## src/rtl/divider_pkg.sv

```systemverilog
// Shared types for the restoring divider: FSM state encoding and counter sizing.
// Used by divider_nbit; the optional signed mode is selected there with DIVIDER_SIGNED_EN.
package divider_pkg;

  typedef enum logic [1:0] {
    IDLE    = 2'b00,
    PRECALC = 2'b01,
    CALC    = 2'b11,
    DONE    = 2'b10
  } state_t;

  // Bits needed to index every quotient bit from WIDTH-1 down to 0.
  function automatic int cnt_width(input int width);
    return $clog2(width);
  endfunction

endpackage

```

## src/rtl/divider_step.sv

```systemverilog
// One restoring shift-subtract step: shift the next dividend bit into the partial
// remainder, trial-subtract the divisor at WIDTH+1 bits, keep the result if non-negative.
module divider_step #(
  parameter int WIDTH = 8
) (
  input  logic [WIDTH-1:0] r,
  input  logic             bit_in,
  input  logic [WIDTH-1:0] divisor,
  output logic [WIDTH-1:0] r_next,
  output logic             q_bit
);

  logic [WIDTH:0] shifted;
  logic [WIDTH:0] trial;

  // The top bit of the trial difference is its sign: set means the divisor did not fit.
  always_comb begin
    shifted = {r, bit_in};
    trial   = shifted - {1'b0, divisor};
    q_bit   = ~trial[WIDTH];
    r_next  = q_bit ? trial[WIDTH-1:0] : shifted[WIDTH-1:0];
  end

endmodule

```

## src/rtl/divider_nbit.sv

```systemverilog
// Parametrised sequential restoring divider with start/done handshake and divide-by-zero flag.
// Define DIVIDER_SIGNED_EN for two's-complement operands; the default build is unsigned.
module divider_nbit
  import divider_pkg::*;
#(
  parameter int WIDTH = 8
) (
  input  logic             clk,
  input  logic             rst,
  input  logic             strt,
  input  logic [WIDTH-1:0] dividend,
  input  logic [WIDTH-1:0] divisor,
  output logic [WIDTH-1:0] quotient,
  output logic [WIDTH-1:0] remainder,
  output logic             div_by_zero,
  output logic             done,
  output logic             idle
);

  localparam int CW = cnt_width(WIDTH);

  state_t           state;
  state_t           state_next;
  logic [WIDTH-1:0] dvd_r;
  logic [WIDTH-1:0] dsr_r;
  logic [WIDTH-1:0] r_r;
  logic [WIDTH-1:0] q_r;
  logic [WIDTH-1:0] r_step;
  logic [WIDTH-1:0] q_merge;
  logic [WIDTH-1:0] q_final;
  logic [WIDTH-1:0] r_final;
  logic             q_bit;
  logic [CW-1:0]    cnt;
`ifdef DIVIDER_SIGNED_EN
  logic             neg_q;
  logic             neg_r;
`endif

  always_ff @(posedge clk or negedge rst) begin
    if (!rst) state <= IDLE;
    else      state <= state_next;
  end

  always_comb begin
    state_next = state;
    case (state)
      IDLE:    if (strt) state_next = PRECALC;
      PRECALC: state_next = (dsr_r == '0) ? DONE : CALC;
      CALC:    if (cnt == '0) state_next = DONE;
      DONE:    state_next = IDLE;
      default: state_next = IDLE;
    endcase
  end

  assign idle = (state == IDLE);

  divider_step #(.WIDTH(WIDTH)) u_step (
    .r       (r_r),
    .bit_in  (dvd_r[cnt]),
    .divisor (dsr_r),
    .r_next  (r_step),
    .q_bit   (q_bit)
  );

  // Final quotient/remainder as they would stand after the current CALC step.
  always_comb begin
    q_merge      = q_r;
    q_merge[cnt] = q_bit;
    q_final      = q_merge;
    r_final      = r_step;
`ifdef DIVIDER_SIGNED_EN
    if (neg_q) q_final = -q_merge;
    if (neg_r) r_final = -r_step;
`endif
  end

  // Results are written on the edge entering DONE so they are valid while done is high.
  always_ff @(posedge clk or negedge rst) begin
    if (!rst) begin
      dvd_r       <= '0;
      dsr_r       <= '0;
      r_r         <= '0;
      q_r         <= '0;
      cnt         <= '0;
      quotient    <= '0;
      remainder   <= '0;
      div_by_zero <= 1'b0;
      done        <= 1'b0;
`ifdef DIVIDER_SIGNED_EN
      neg_q       <= 1'b0;
      neg_r       <= 1'b0;
`endif
    end else begin
      done <= 1'b0;
      case (state)
        IDLE: begin
          if (strt) begin
            dvd_r <= dividend;
            dsr_r <= divisor;
          end
        end
        PRECALC: begin
          r_r <= '0;
          q_r <= '0;
          cnt <= CW'(WIDTH - 1);
          if (dsr_r == '0) begin
            quotient    <= '1;
            remainder   <= dvd_r;
            div_by_zero <= 1'b1;
            done        <= 1'b1;
          end else begin
            div_by_zero <= 1'b0;
`ifdef DIVIDER_SIGNED_EN
            dvd_r <= dvd_r[WIDTH-1] ? -dvd_r : dvd_r;
            dsr_r <= dsr_r[WIDTH-1] ? -dsr_r : dsr_r;
            neg_q <= dvd_r[WIDTH-1] ^ dsr_r[WIDTH-1];
            neg_r <= dvd_r[WIDTH-1];
`endif
          end
        end
        CALC: begin
          r_r <= r_step;
          q_r <= q_merge;
          cnt <= cnt - 1'b1;
          if (cnt == '0) begin
            quotient  <= q_final;
            remainder <= r_final;
            done      <= 1'b1;
          end
        end
        default: ;
      endcase
    end
  end

endmodule

```

## config.mk

```make
export PLATFORM = sky130hd
export DESIGN_NAME = divider_nbit
export DESIGN_NICKNAME = d
export VERILOG_FILES = /design/src/rtl/divider_pkg.sv /design/src/rtl/divider_step.sv /design/src/rtl/divider_nbit.sv
export SDC_FILE = /design/constraint.sdc
export NUM_CORES = 1
export LEC_CHECK = 0
export BUFFER_PORTS_ARGS = -buffer_cell sky130_fd_sc_hd__buf_4
export CORE_ASPECT_RATIO = 0.7
export CORE_MARGIN = 10
export CORE_UTILIZATION = 33
export DETAILED_ROUTE_END_ITERATION = 7
export GPL_ROUTABILITY_DRIVEN = 0
export PLACE_DENSITY_LB_ADDON = 0.12
export SKIP_CTS_REPAIR_TIMING = 1
export SYNTH_ARGS = -nofsm -noshare
export SYNTH_HDL_FRONTEND = slang
export SYNTH_SLANG_ARGS = --single-unit
export TNS_END_PERCENT = 10
```

## constraint.sdc

```tcl
create_clock -name clk -period 4.9 [get_ports clk]
set_input_delay 0.735 -clock clk [delete_from_list [all_inputs] [get_ports clk]]
set_output_delay 0.735 -clock clk [all_outputs]
set_load 0.02 [all_outputs]
```

==> summary.txt, run 1 <==
Outcome
  • Status: completed

Worst setup path
  • Worst endpoint required time: 5090 ps
  • Worst-path maximum fanout: 9
  • R2R Setup Slk: 1060 ps
  • Crit end category: flop
  • Worst endpoint data arrival time: between 4000 and 5000 ps
  • Crit path launch type: flop
  • Path depth of the worst reg2reg path: 11
  • CP Class: flop to flop
  • R2R Path Start: cnt[1]
  • Crit path from: cnt[1]
  • Reg2reg end: remainder[0]

Cells and area
  • Nets: between 300 and 400
  • Ant. Diodes: 0
  • FILL cells: 864
  • Area grow syn2layout: 17.95%
  • Final Util: 40.14%
  • Register area: 0.001376 mm2
  • Multi-input logic area: roughly 0.0014 mm2
  • Share of cells above drive strength 1: 19.81%

CTS
  • CTS tree: yes
  • Htree depth: 2
  • Clock Latency Late Sink: 290 ps
  • Clk root buf: clkbuf_16
  • CTS Buffer Depth: 2
  • Worst-path clk slew: 70 ps
  • TritonCTS Buffers: 5
  • CTS Sinks: 55

Pwr
  • P per Cell Area: 702.7 mW/mm2
  • Leak: 1.537 nW
  • VDD IR max: 0.0002483 V

Placed design
  • Worst slack, placed: about 1100 ps
  • DPL Wire Length: around 5500 um
  • PortBufs: 37

STA
  • Fin Setup TNS: 0 ps
  • Fin crit period: 3839 ps
  • Setup Viol. Count Final: 0
  • Worst-Margin Slew: 952.9 ps
  • Final worst setup slack: 1061 ps
  • Hold Violations, Final: 0
  • RSZ-0062 raised after global routing: no
  • Setup Skew: 4.425 ps
  • Final Slew Violations: 0
  • Fin crit share: 78.34%
  • Slew HR: 36.47%
  • Max frequency: 0.2605 GHz

Yosys
  • Top cells by area, synth: dfrtp_1, ha_1, a21oi_1
  • Cells after Synth: 291
  • Netlist cell types: 47
  • Top cell type's share of synthesized area: 47.70%
  • Mapped Area: 0.002885 mm2
  • Synthesized flop and latch total: 55
  • Syn Nets: 321
  • Yosys warns: 0
  • Seq/Total Area, Yosys: 47.70%
  • Post-synth top area cell: dfrtp_1
  • Avg Cell Area, Syn: a little under 10 um2

Floorplan
  • Die height: 98.23 um
  • Starting Density: around a third
  • FP Rows: 28
  • I/O pins: 38
  • Core area: around 0.0085 mm2
  • Die area: 0.01294 mm2
  • Die width: between 100 and 150 um

Global route
  • First-pass GRT wire length: 12,100 um
  • Vias in the first global route: 2,147
  • GRT overflow: 0
  • Initial antenna violation count: 0
  • Overall global routing resource usage: 11.40%
  • Largest net degree at the start of global routing: 56

Drt
  • Via count: 2,211
  • WL/cell: 17.14 um
  • Antenna-violating nets left: 0
  • Total wire length: between 7000 and 8000 um
  • TritonRoute pass-1 iters: 5
  • Initial DRC Count: 91
  • Via-per-instance ratio: 5.048
  • DRC: 0

Hold path
  • Worst hold-check path type: flop to flop
  • Worst min-delay path startpoint: q_r[0]
  • Worst Hold Path Cells: 1
  • Hold path endpoint: q_r[0]

Run
  • Maxcap violations: 0
==> per-stage QoR <==
| step | power [mW] | hold WS [ps] | cell area, um2 | cells |
|---|---|---|---|---|
| after global routing | 2.570 | 522.0 | 3403 | 438 |
| after CTS | 2.407 | 496.4 | 3403 | 438 |
| after global placement | 1.988 | 472.9 | 3244 | 431 |
| after detailed placement | 1.997 | 484.0 | 3244 | 431 |
| final | 2.391 | 493.6 | 3403 | 438 |
| after floorplan | 1.644 | 439.4 | 2885 | 291 |
==> synthesized netlist by cell type, drive strengths merged <==
| cell | number |
|---|---|
| buf | 4 |
| dfrtp | 55 |
| nor3 | 2 |
| a211oi | 1 |
| xnor2 | 2 |
| mux2i | 8 |
| o21a | 3 |
| xor2 | 4 |
| a21boi | 1 |
| nand3 | 15 |
| mux4 | 2 |
| o311ai | 1 |
| o21ai | 24 |
| o21bai | 1 |
| a32o | 1 |
| inv | 21 |
| o2bb2ai | 4 |
| mux2 | 10 |
| clkbuf | 13 |
| fa | 1 |
| a221oi | 3 |
| nand2 | 24 |
| o32ai | 2 |
| nand4b | 2 |
| a21oi | 23 |
| nor2 | 28 |
| and3 | 1 |
| nor4 | 1 |
| o31ai | 2 |
| nand2b | 1 |
| or4 | 3 |
| o22a | 1 |
| a41oi | 1 |
| o22ai | 7 |
| ha | 10 |
| nor2b | 1 |
| a21o | 1 |
| a31oi | 3 |
| a221o | 1 |
| and2 | 3 |
==> registers in the layout (all words and copies together), names as in the netlist <==
name / flops
r_r: 8
state: 2
q_r: 8
remainder: 8
done: 1
quotient: 8
cnt: 3
div_by_zero: 1
dsr_r: 8
dvd_r: 8
==> critical path: stages (launching register included) <==
cell      delay (ps)
dfrtp_1          540
mux4_2           540
mux2i_1          200
ha_1             200
inv_1             50
fa_1             410
a211oi_2         310
nor2_2           110
a41oi_4          430
xor2_2           340
mux2_4           350
a221oi_2         260
==> kinds of logic (layout without fill, tap and decap cells) <==
group / after synthesis / after routing / synth area share [%]
flops: 55 / 55 / 47.70
mux: 20 / 20 / 8.369
buf+inv: 38 / 65 / 5.117
compound gates: 80 / 80 / 18.34
fa+ha+maj: 11 / 11 / 5.030
simple gates: 81 / 81 / 12.71
xor+xnor: 6 / 6 / 2.733
==> placed cells by master, fill, tap and decap left out, types with 3 or more instances in the layout <==
cell / synthesis / layout
a21oi_1: 23 / 23
a31oi_1: 3 / 3
and2_1: 3 / 3
buf_4: 0 / 37
clkbuf_16: 0 / 5
dfrtp_1: 55 / 55
ha_1: 10 / 10
inv_1: 21 / 21
mux2_2: 9 / 9
mux2i_1: 8 / 8
nand2_1: 24 / 24
nand3_1: 15 / 15
nor2_1: 27 / 27
o21a_1: 3 / 3
o21ai_0: 23 / 23
o22ai_1: 7 / 7
o2bb2ai_1: 4 / 4
or4_1: 3 / 3
xor2_1: 3 / 3
==> worst max path at each step <==
stage | end | cells past startpoint | slack, ps
6_report | remainder[0] | 11 | 1060
5_1_grt | remainder[0] | 11 | 800
3_5_place_dp | remainder[0] | 11 | 1090
4_1_cts | remainder[0] | 11 | 1040
2_1_floorplan | remainder[0] | 12 | 1450
3_3_place_gp | remainder[0] | 11 | 1150
==> layer usage <==
metal  vias to the layer above  share of wire (%)  GRT usage [%]  routed length [um]
met5                         -                  0              0                   0
met4                         0               0.37          2.131                  28
met3                         2                5.2          3.327                 388
met2                        45                 41          15.19                3059
met1                      1084                 54          17.44                4032
li1                       1080                  -              -                   -
==> report_power, final <==
group          leakage [nW]  switching [mW]  internal, mW
Clock                0.0769           0.160         0.239
Sequential            0.703           0.189         0.630
Combinational         0.757           0.672         0.501
==> final cells by class <==
cell class | count | area share (%)
Timing Repair Buffer | 37 | 8.162
Inverter | 21 | 2.316
Sequential cell | 55 | 40.44
Clock inverter | 1 | 0.8824
Clock buffer | 6 | 3.787
Tap cell | 120 | 4.412
Multi-Input combinational cell | 198 | 40.00
Power figures use the tool's default switching activity.
==> inputs of run 2 (changes only) <==
clock period = 3.79 ns   (was 4.9 ns; I/O delays follow)
==> run 2 against run 1 <==
  * Final cell count up 0.91%
  * Largest power group unchanged
  * Routed wire length up 1.2%
  * Die area unchanged
  * Setup slack worse by 810 ps
  * Hold slack worse by 160 ps
  * First-iteration DRC count up 49%
  * Clock skew up 1.7 ps
  * Design area up 0.59%
  * Core utilization up 0.24 points
  * Critical endpoint unchanged
  * Flip-flop and latch count unchanged
  * Clock-buffer cell count unchanged
==> summary.txt, run 2 (synthesized netlist as in run 1, its figures left out) <==
Drt
  • TritonRoute pass-1 iters: 4 (-1)
  • Initial DRC Count: 136 (+49%)
  • Total wire length: 7599 um (+1.2%)
  • DRC: 0 (unchanged)
  • Antenna-violating nets left: 0 (unchanged)
  • Via-per-instance ratio: 5.070 (+0.44%)
  • Via count: 2,241 (+1.4%)
  • WL/cell: 17.19 um (+0.28%)

Cells and area
  • Share of cells above drive strength 1: 21.43% (+1.6 points)
  • FILL cells: 863 (-0.12%)
  • Area grow syn2layout: 18.65%
  • Most frequent cells in the layout: dfrtp_1, buf_4, nor2_1, nand2_1
  • Ant. Diodes: 0 (unchanged)
  • Nets: 351 (+0.86%)
  • Layout Cells excl Fill: 442 (+0.91%)
  • Commonest non-fill, non-tap cell in the layout: dfrtp_1

Worst setup path
  • Worst endpoint data arrival time: 3740 ps (-290 ps)
  • Reg2reg end: remainder[0]
  • CP Class: flop to flop
  • R2R Setup Slk: 250 ps (-810 ps)
  • Crit path launch type: flop
  • Critical Path, Cell by Cell: mux4_2 -> mux2i_1 -> ha_1 -> inv_1 -> fa_1 -> a211oi_2 -> nor2_2 -> a41oi_4 -> xor2_2 -> mux2_4 -> a221oi_2
  • Critical path's slowest cell: mux4_2
  • Critical Path Max Stage Delay: 520 ps (-20 ps)
  • Path depth of the worst reg2reg path: 11 (unchanged)
  • Worst-path maximum fanout: 9 (unchanged)
  • R2R Path Start: cnt[1]
  • Crit end category: flop
  • Worst endpoint required time: 3990 ps (-1100 ps)

STA
  • Fin Setup TNS: 0 ps (unchanged)
  • Setup Skew: 6.148 ps (+1.722 ps)
  • Max frequency: 0.2826 GHz (+8.5%)
  • Fin crit period: 3539 ps (-299.9 ps)
  • Hold Violations, Final: 0 (unchanged)
  • Setup Viol. Count Final: 0 (unchanged)
  • Worst-Margin Slew: 956.5 ps (+3.553 ps)
  • Fin crit share: 93.38% (+15 points)
  • RSZ-0062 raised after global routing: no
  • Final Slew Violations: 0 (unchanged)
  • Slew HR: 36.24% (-0.24 points)

CTS
  • CTS Buffer Depth: 2 (unchanged)
  • Clock Latency Late Sink: 290 ps (about the same)
  • CTS Sinks: 55 (unchanged)
  • Htree depth: 2 (unchanged)
  • Clk root buf: clkbuf_16
  • TritonCTS Buffers: 5 (unchanged)
  • CTS tree: yes
  • Worst-path clk slew: 70 ps (about the same)

Global route
  • Initial antenna violation count: 0 (unchanged)
  • First-pass GRT wire length: 12,250 um (+1.3%)
  • Overall global routing resource usage: 11.53% (+0.13 points)
  • Largest net degree at the start of global routing: 56 (unchanged)
  • GRT overflow: 0 (unchanged)
  • Vias in the first global route: 2,227 (+3.7%)

Floorplan
  • FP Rows: 28 (unchanged)
  • Die height: 98.23 um (unchanged)
  • Die width: 131.8 um (unchanged)
  • I/O pins: 38 (unchanged)
  • Die area: 0.01294 mm2 (unchanged)
  • Starting Density: 34.03% (unchanged)
  • Core area: 0.008478 mm2 (unchanged)

Run
  • Maxcap violations: 0 (unchanged)

Placed design
  • PortBufs: 37 (unchanged)
  • Number of cells after detailed placement: 434 (+0.70%)
  • DPL Wire Length: 5671 um (+3.6%)

Outcome
  • Status: completed

Hold path
  • Worst hold-check path type: primary input to asynchronous set/reset pin

Pwr
  • VDD IR max: 0.0004353 V (+75%)
  • Leak: 1.545 nW (+0.56%)
  • P per Cell Area: 903.1 mW/mm2 (+29%)
[run 2: critical path: cells and delay by family, from the launching register on]
kind / cells / cell delay (ps)
xor gates and xnor gates: 1 / 210
and+or+nand+nor: 1 / 120
buffers and inverters: 1 / 50
muxes: 3 / 1060
DFF: 1 / 470
AOI/OAI and AO/OA: 3 / 950
adders and majority gates: 2 / 600
[run 2: worst max path at each step]
stage / cells past startpoint / startpoint / end / slack [ps]
final: 11 / cnt[1] / remainder[0] / 250
after global routing: 11 / cnt[1] / remainder[0] / 80
after CTS: 11 / cnt[1] / remainder[4] / 150
after detailed placement: 11 / cnt[1] / remainder[0] / 170
after global placement: 11 / cnt[1] / remainder[0] / 260
after floorplan: 12 / cnt[1] / remainder[0] / 340
[run 2: per-layer routing]
metal | share of wire, % | vias to the layer above | track usage, %
li1 | - | 1098 | -
met1 | 51 | 1073 | 17.14
met2 | 40 | 66 | 15.70
met3 | 7.1 | 4 | 3.582
met4 | 0.92 | 0 | 2.472
met5 | 0 | - | 0
[run 2: final cells by class]
class | count | area (um2) | share of cell area (%)
multi-input combinational | 198 | 1361 | 39.77
inverter | 21 | 78.83 | 2.303
sequential | 55 | 1378 | 40.24
tap | 120 | 150.1 | 4.386
clock buffer | 6 | 138.9 | 4.057
timing repair buffer | 40 | 300.3 | 8.772
clock inverter | 2 | 16.27 | 0.4751
[run 2: where the power goes]
part           switching [mW]  internal (mW)
Clock                   0.214          0.265
Sequential              0.246          0.815
Combinational           0.881          0.670
[run 2: through the flow]
stage	hold slack, ps	power (mW)	utilization, %	worst slack [ps]	instance area (um2)
floorplan	272.9	2.126	-	341.9	2885
global placement	473.1	2.604	38.53	261.5	3267
detailed placement	485.4	2.634	38.53	170.6	3267
CTS	366.9	3.125	40.36	151.1	3422
global route	393.0	3.341	40.38	77.75	3423
finish	329.6	3.092	40.38	251.0	3423
==> inputs of run 3 (changes only) <==
REMOVE_ABC_BUFFERS = 1   (was unset)
==> run 3 against run 2 <==
  * Sequential share of layout area shrank 0.081 points
  * Sequential power about the same
  * Die area unchanged
  * Setup slack better by 14 ps
  * First-iteration DRC count is 21% higher
  * Critical path type unchanged
  * Register-to-register slack about the same
  * Clock-buffer cell count grew 1
  * Clock skew shrank 3.0 ps
  * Design area is 0.11% higher
  * Combinational power about the same
==> summary.txt, run 3 (synthesized netlist as in run 1, its figures left out) <==
Placed design
  • DPL Wire Length: 5584 um (-1.5%)
  • PortBufs: 37 (unchanged)
  • Dpl cell area: 0.003267 mm2 (unchanged)

Global route
  • Vias in the first global route: 2,283 (+2.5%)
  • Largest net degree at the start of global routing: 56 (unchanged)
  • First-pass GRT wire length: 12,450 um (+1.6%)
  • Overall global routing resource usage: 11.70% (+0.17 points)
  • Initial antenna violation count: 0 (unchanged)
  • GRT overflow: 0 (unchanged)

Floorplan
  • Die width: 131.8 um (unchanged)
  • Core area: 0.008478 mm2 (unchanged)
  • FP Rows: 28 (unchanged)
  • I/O pins: 38 (unchanged)
  • Die height: 98.23 um (unchanged)
  • Starting Density: 34.03% (unchanged)
  • Die area: 0.01294 mm2 (unchanged)

Worst setup path
  • Worst endpoint required time: 3990 ps (about the same)
  • Critical path's slowest cell: mux4_2
  • Top Family by Delay on Critical Path: multiplexers
  • Crit path launch type: flop
  • Critical Path Max Stage Delay: 510 ps (about the same)
  • Worst-path maximum fanout: 8 (-1)
  • CP Buf/Inv Count: 1 (unchanged)
  • Crit end category: flop
  • Worst endpoint data arrival time: 3720 ps (-20 ps)
  • Critical Path, Cell by Cell: mux4_2 -> mux2i_1 -> ha_1 -> inv_1 -> fa_1 -> a211oi_2 -> nor2_2 -> a41oi_4 -> xor2_2 -> mux2_4 -> a221oi_2
  • CP Class: flop to flop

STA
  • Setup Viol. Count Final: 0 (unchanged)
  • Fin crit share: 93.00% (-0.38 points)
  • RSZ-0062 raised after global routing: no
  • Fin crit period: 3525 ps (-14.35 ps)
  • Fin Setup TNS: 0 ps (unchanged)
  • Setup Skew: 3.193 ps (-2.954 ps)
  • Max frequency: 0.2837 GHz (+0.41%)
  • Slew HR: 41.46% (+5.2 points)
  • Final Slew Violations: 0 (unchanged)
  • Hold Violations, Final: 0 (unchanged)
  • Worst-Margin Slew: 878.1 ps (-78.36 ps)

Pwr
  • Leak: 1.549 nW (+0.24%)
  • VDD IR max: 0.0003573 V (-18%)
  • P per Cell Area: 899.9 mW/mm2 (-0.35%)

CTS
  • CTS Sinks: 55 (unchanged)
  • Clk root buf: clkbuf_16
  • Htree depth: 2 (unchanged)
  • CTS tree: yes
  • CTS Buffer Depth: 2 (unchanged)
  • Worst-path clk slew: 70 ps (about the same)
  • Clock Latency Late Sink: 290 ps (about the same)
  • TritonCTS Buffers: 5 (unchanged)

Outcome
  • Status: completed

Drt
  • Initial DRC Count: 165 (+21%)
  • TritonRoute pass-1 iters: 4 (unchanged)
  • Via count: 2,222 (-0.85%)
  • Total wire length: 7465 um (-1.8%)
  • Antenna-violating nets left: 0 (unchanged)
  • WL/cell: 16.89 um (-1.8%)
  • Via-per-instance ratio: 5.027 (-0.85%)
  • DRC: 0 (unchanged)

Cells and area
  • Commonest non-fill, non-tap cell in the layout: dfrtp_1
  • Nets: 351 (unchanged)
  • Share of cells above drive strength 1: 21.12% (-0.31 points)
  • Register area: 0.001376 mm2 (about the same)
  • Multi-input logic area: 0.001361 mm2 (unchanged)
  • Ant. Diodes: 0 (unchanged)
  • Most frequent cells in the layout: dfrtp_1, buf_4, nor2_1, nand2_1
  • FILL cells: 858 (-0.58%)
  • Area grow syn2layout: 18.78%
  • Design area: 0.003427 mm2 (+0.11%)

Run
  • Maxcap violations: 0 (unchanged)

Hold path
  • Worst hold-check path type: primary input to asynchronous set/reset pin
[run 3: cell types whose count changed in the layout (fill, tap and decap cells not counted)]
| cell | delta |
|---|---|
| dfrtp_2 | -1 |
| dfrtp_1 | +1 |
| clkinv_4 | -1 |
| clkbuf_8 | +1 |
[run 3: power by group]
part	switching [mW]	internal, mW
Combinational	0.889	0.666
Clock	0.207	0.281
Sequential	0.226	0.814
Total	1.32	1.76
[run 3: final timing paths]
kind | startpoint | end | slack (ps) | depth (start not counted)
setup / recovery | cnt[1] | remainder[0] | 270 | 11
hold / removal | rst | remainder[3] | 320 | 1
setup reg to reg | cnt[1] | remainder[0] | 270 | 11
hold reg to reg | q_r[0] | q_r[0] | 490 | 1
max in group asynchronous | rst | r_r[6] | 3000 | 1
min in group clk | divisor[2] | dsr_r[2] | 480 | 3
[run 3: per-stage QoR]
| step | setup slack [ps] | util (%) | std cells | hold WS [ps] | total power [mW] |
|---|---|---|---|---|---|
| 3_3_place_gp | 303.4 | 38.53 | 434 | 473.6 | 2.601 |
| 6_report | 265.3 | 40.42 | 442 | 322.1 | 3.084 |
| 5_1_grt | 36.07 | 40.42 | 442 | 388.5 | 3.346 |
| 4_1_cts | 226.2 | 40.42 | 442 | 360.8 | 3.113 |
| 3_5_place_dp | 225.4 | 38.53 | 434 | 481.0 | 2.613 |
| 2_1_floorplan | 322.9 | - | 274 | 272.9 | 2.091 |
[run 3: final cells by class]
| class | instances | area share [%] |
|---|---|---|
| Tap cell | 120 | 4.381 |
| Clock inverter | 1 | 0.2191 |
| Clock buffer | 7 | 4.454 |
| Multi-Input combinational cell | 198 | 39.72 |
| Sequential cell | 55 | 40.16 |
| Inverter | 21 | 2.300 |
| Timing Repair Buffer | 40 | 8.762 |
[run 3: per-layer routing]
metal / up-vias / wire [um] / global-route usage, %
met5: - / 0 / 0
met4: 0 / 88 / 2.984
met3: 7 / 468 / 3.173
met2: 52 / 3003 / 16.32
met1: 1072 / 3905 / 17.20
li1: 1091 / - / -
[run 3: worst reg2reg max path, stage by stage (launching register included)]
cell and delay (ps):
dfrtp_1 410, mux4_2 510, mux2i_1 220, ha_1 200
inv_1 50, fa_1 410, a211oi_2 300, nor2_2 100
a41oi_4 430, xor2_2 220, mux2_4 340, a221oi_2 260
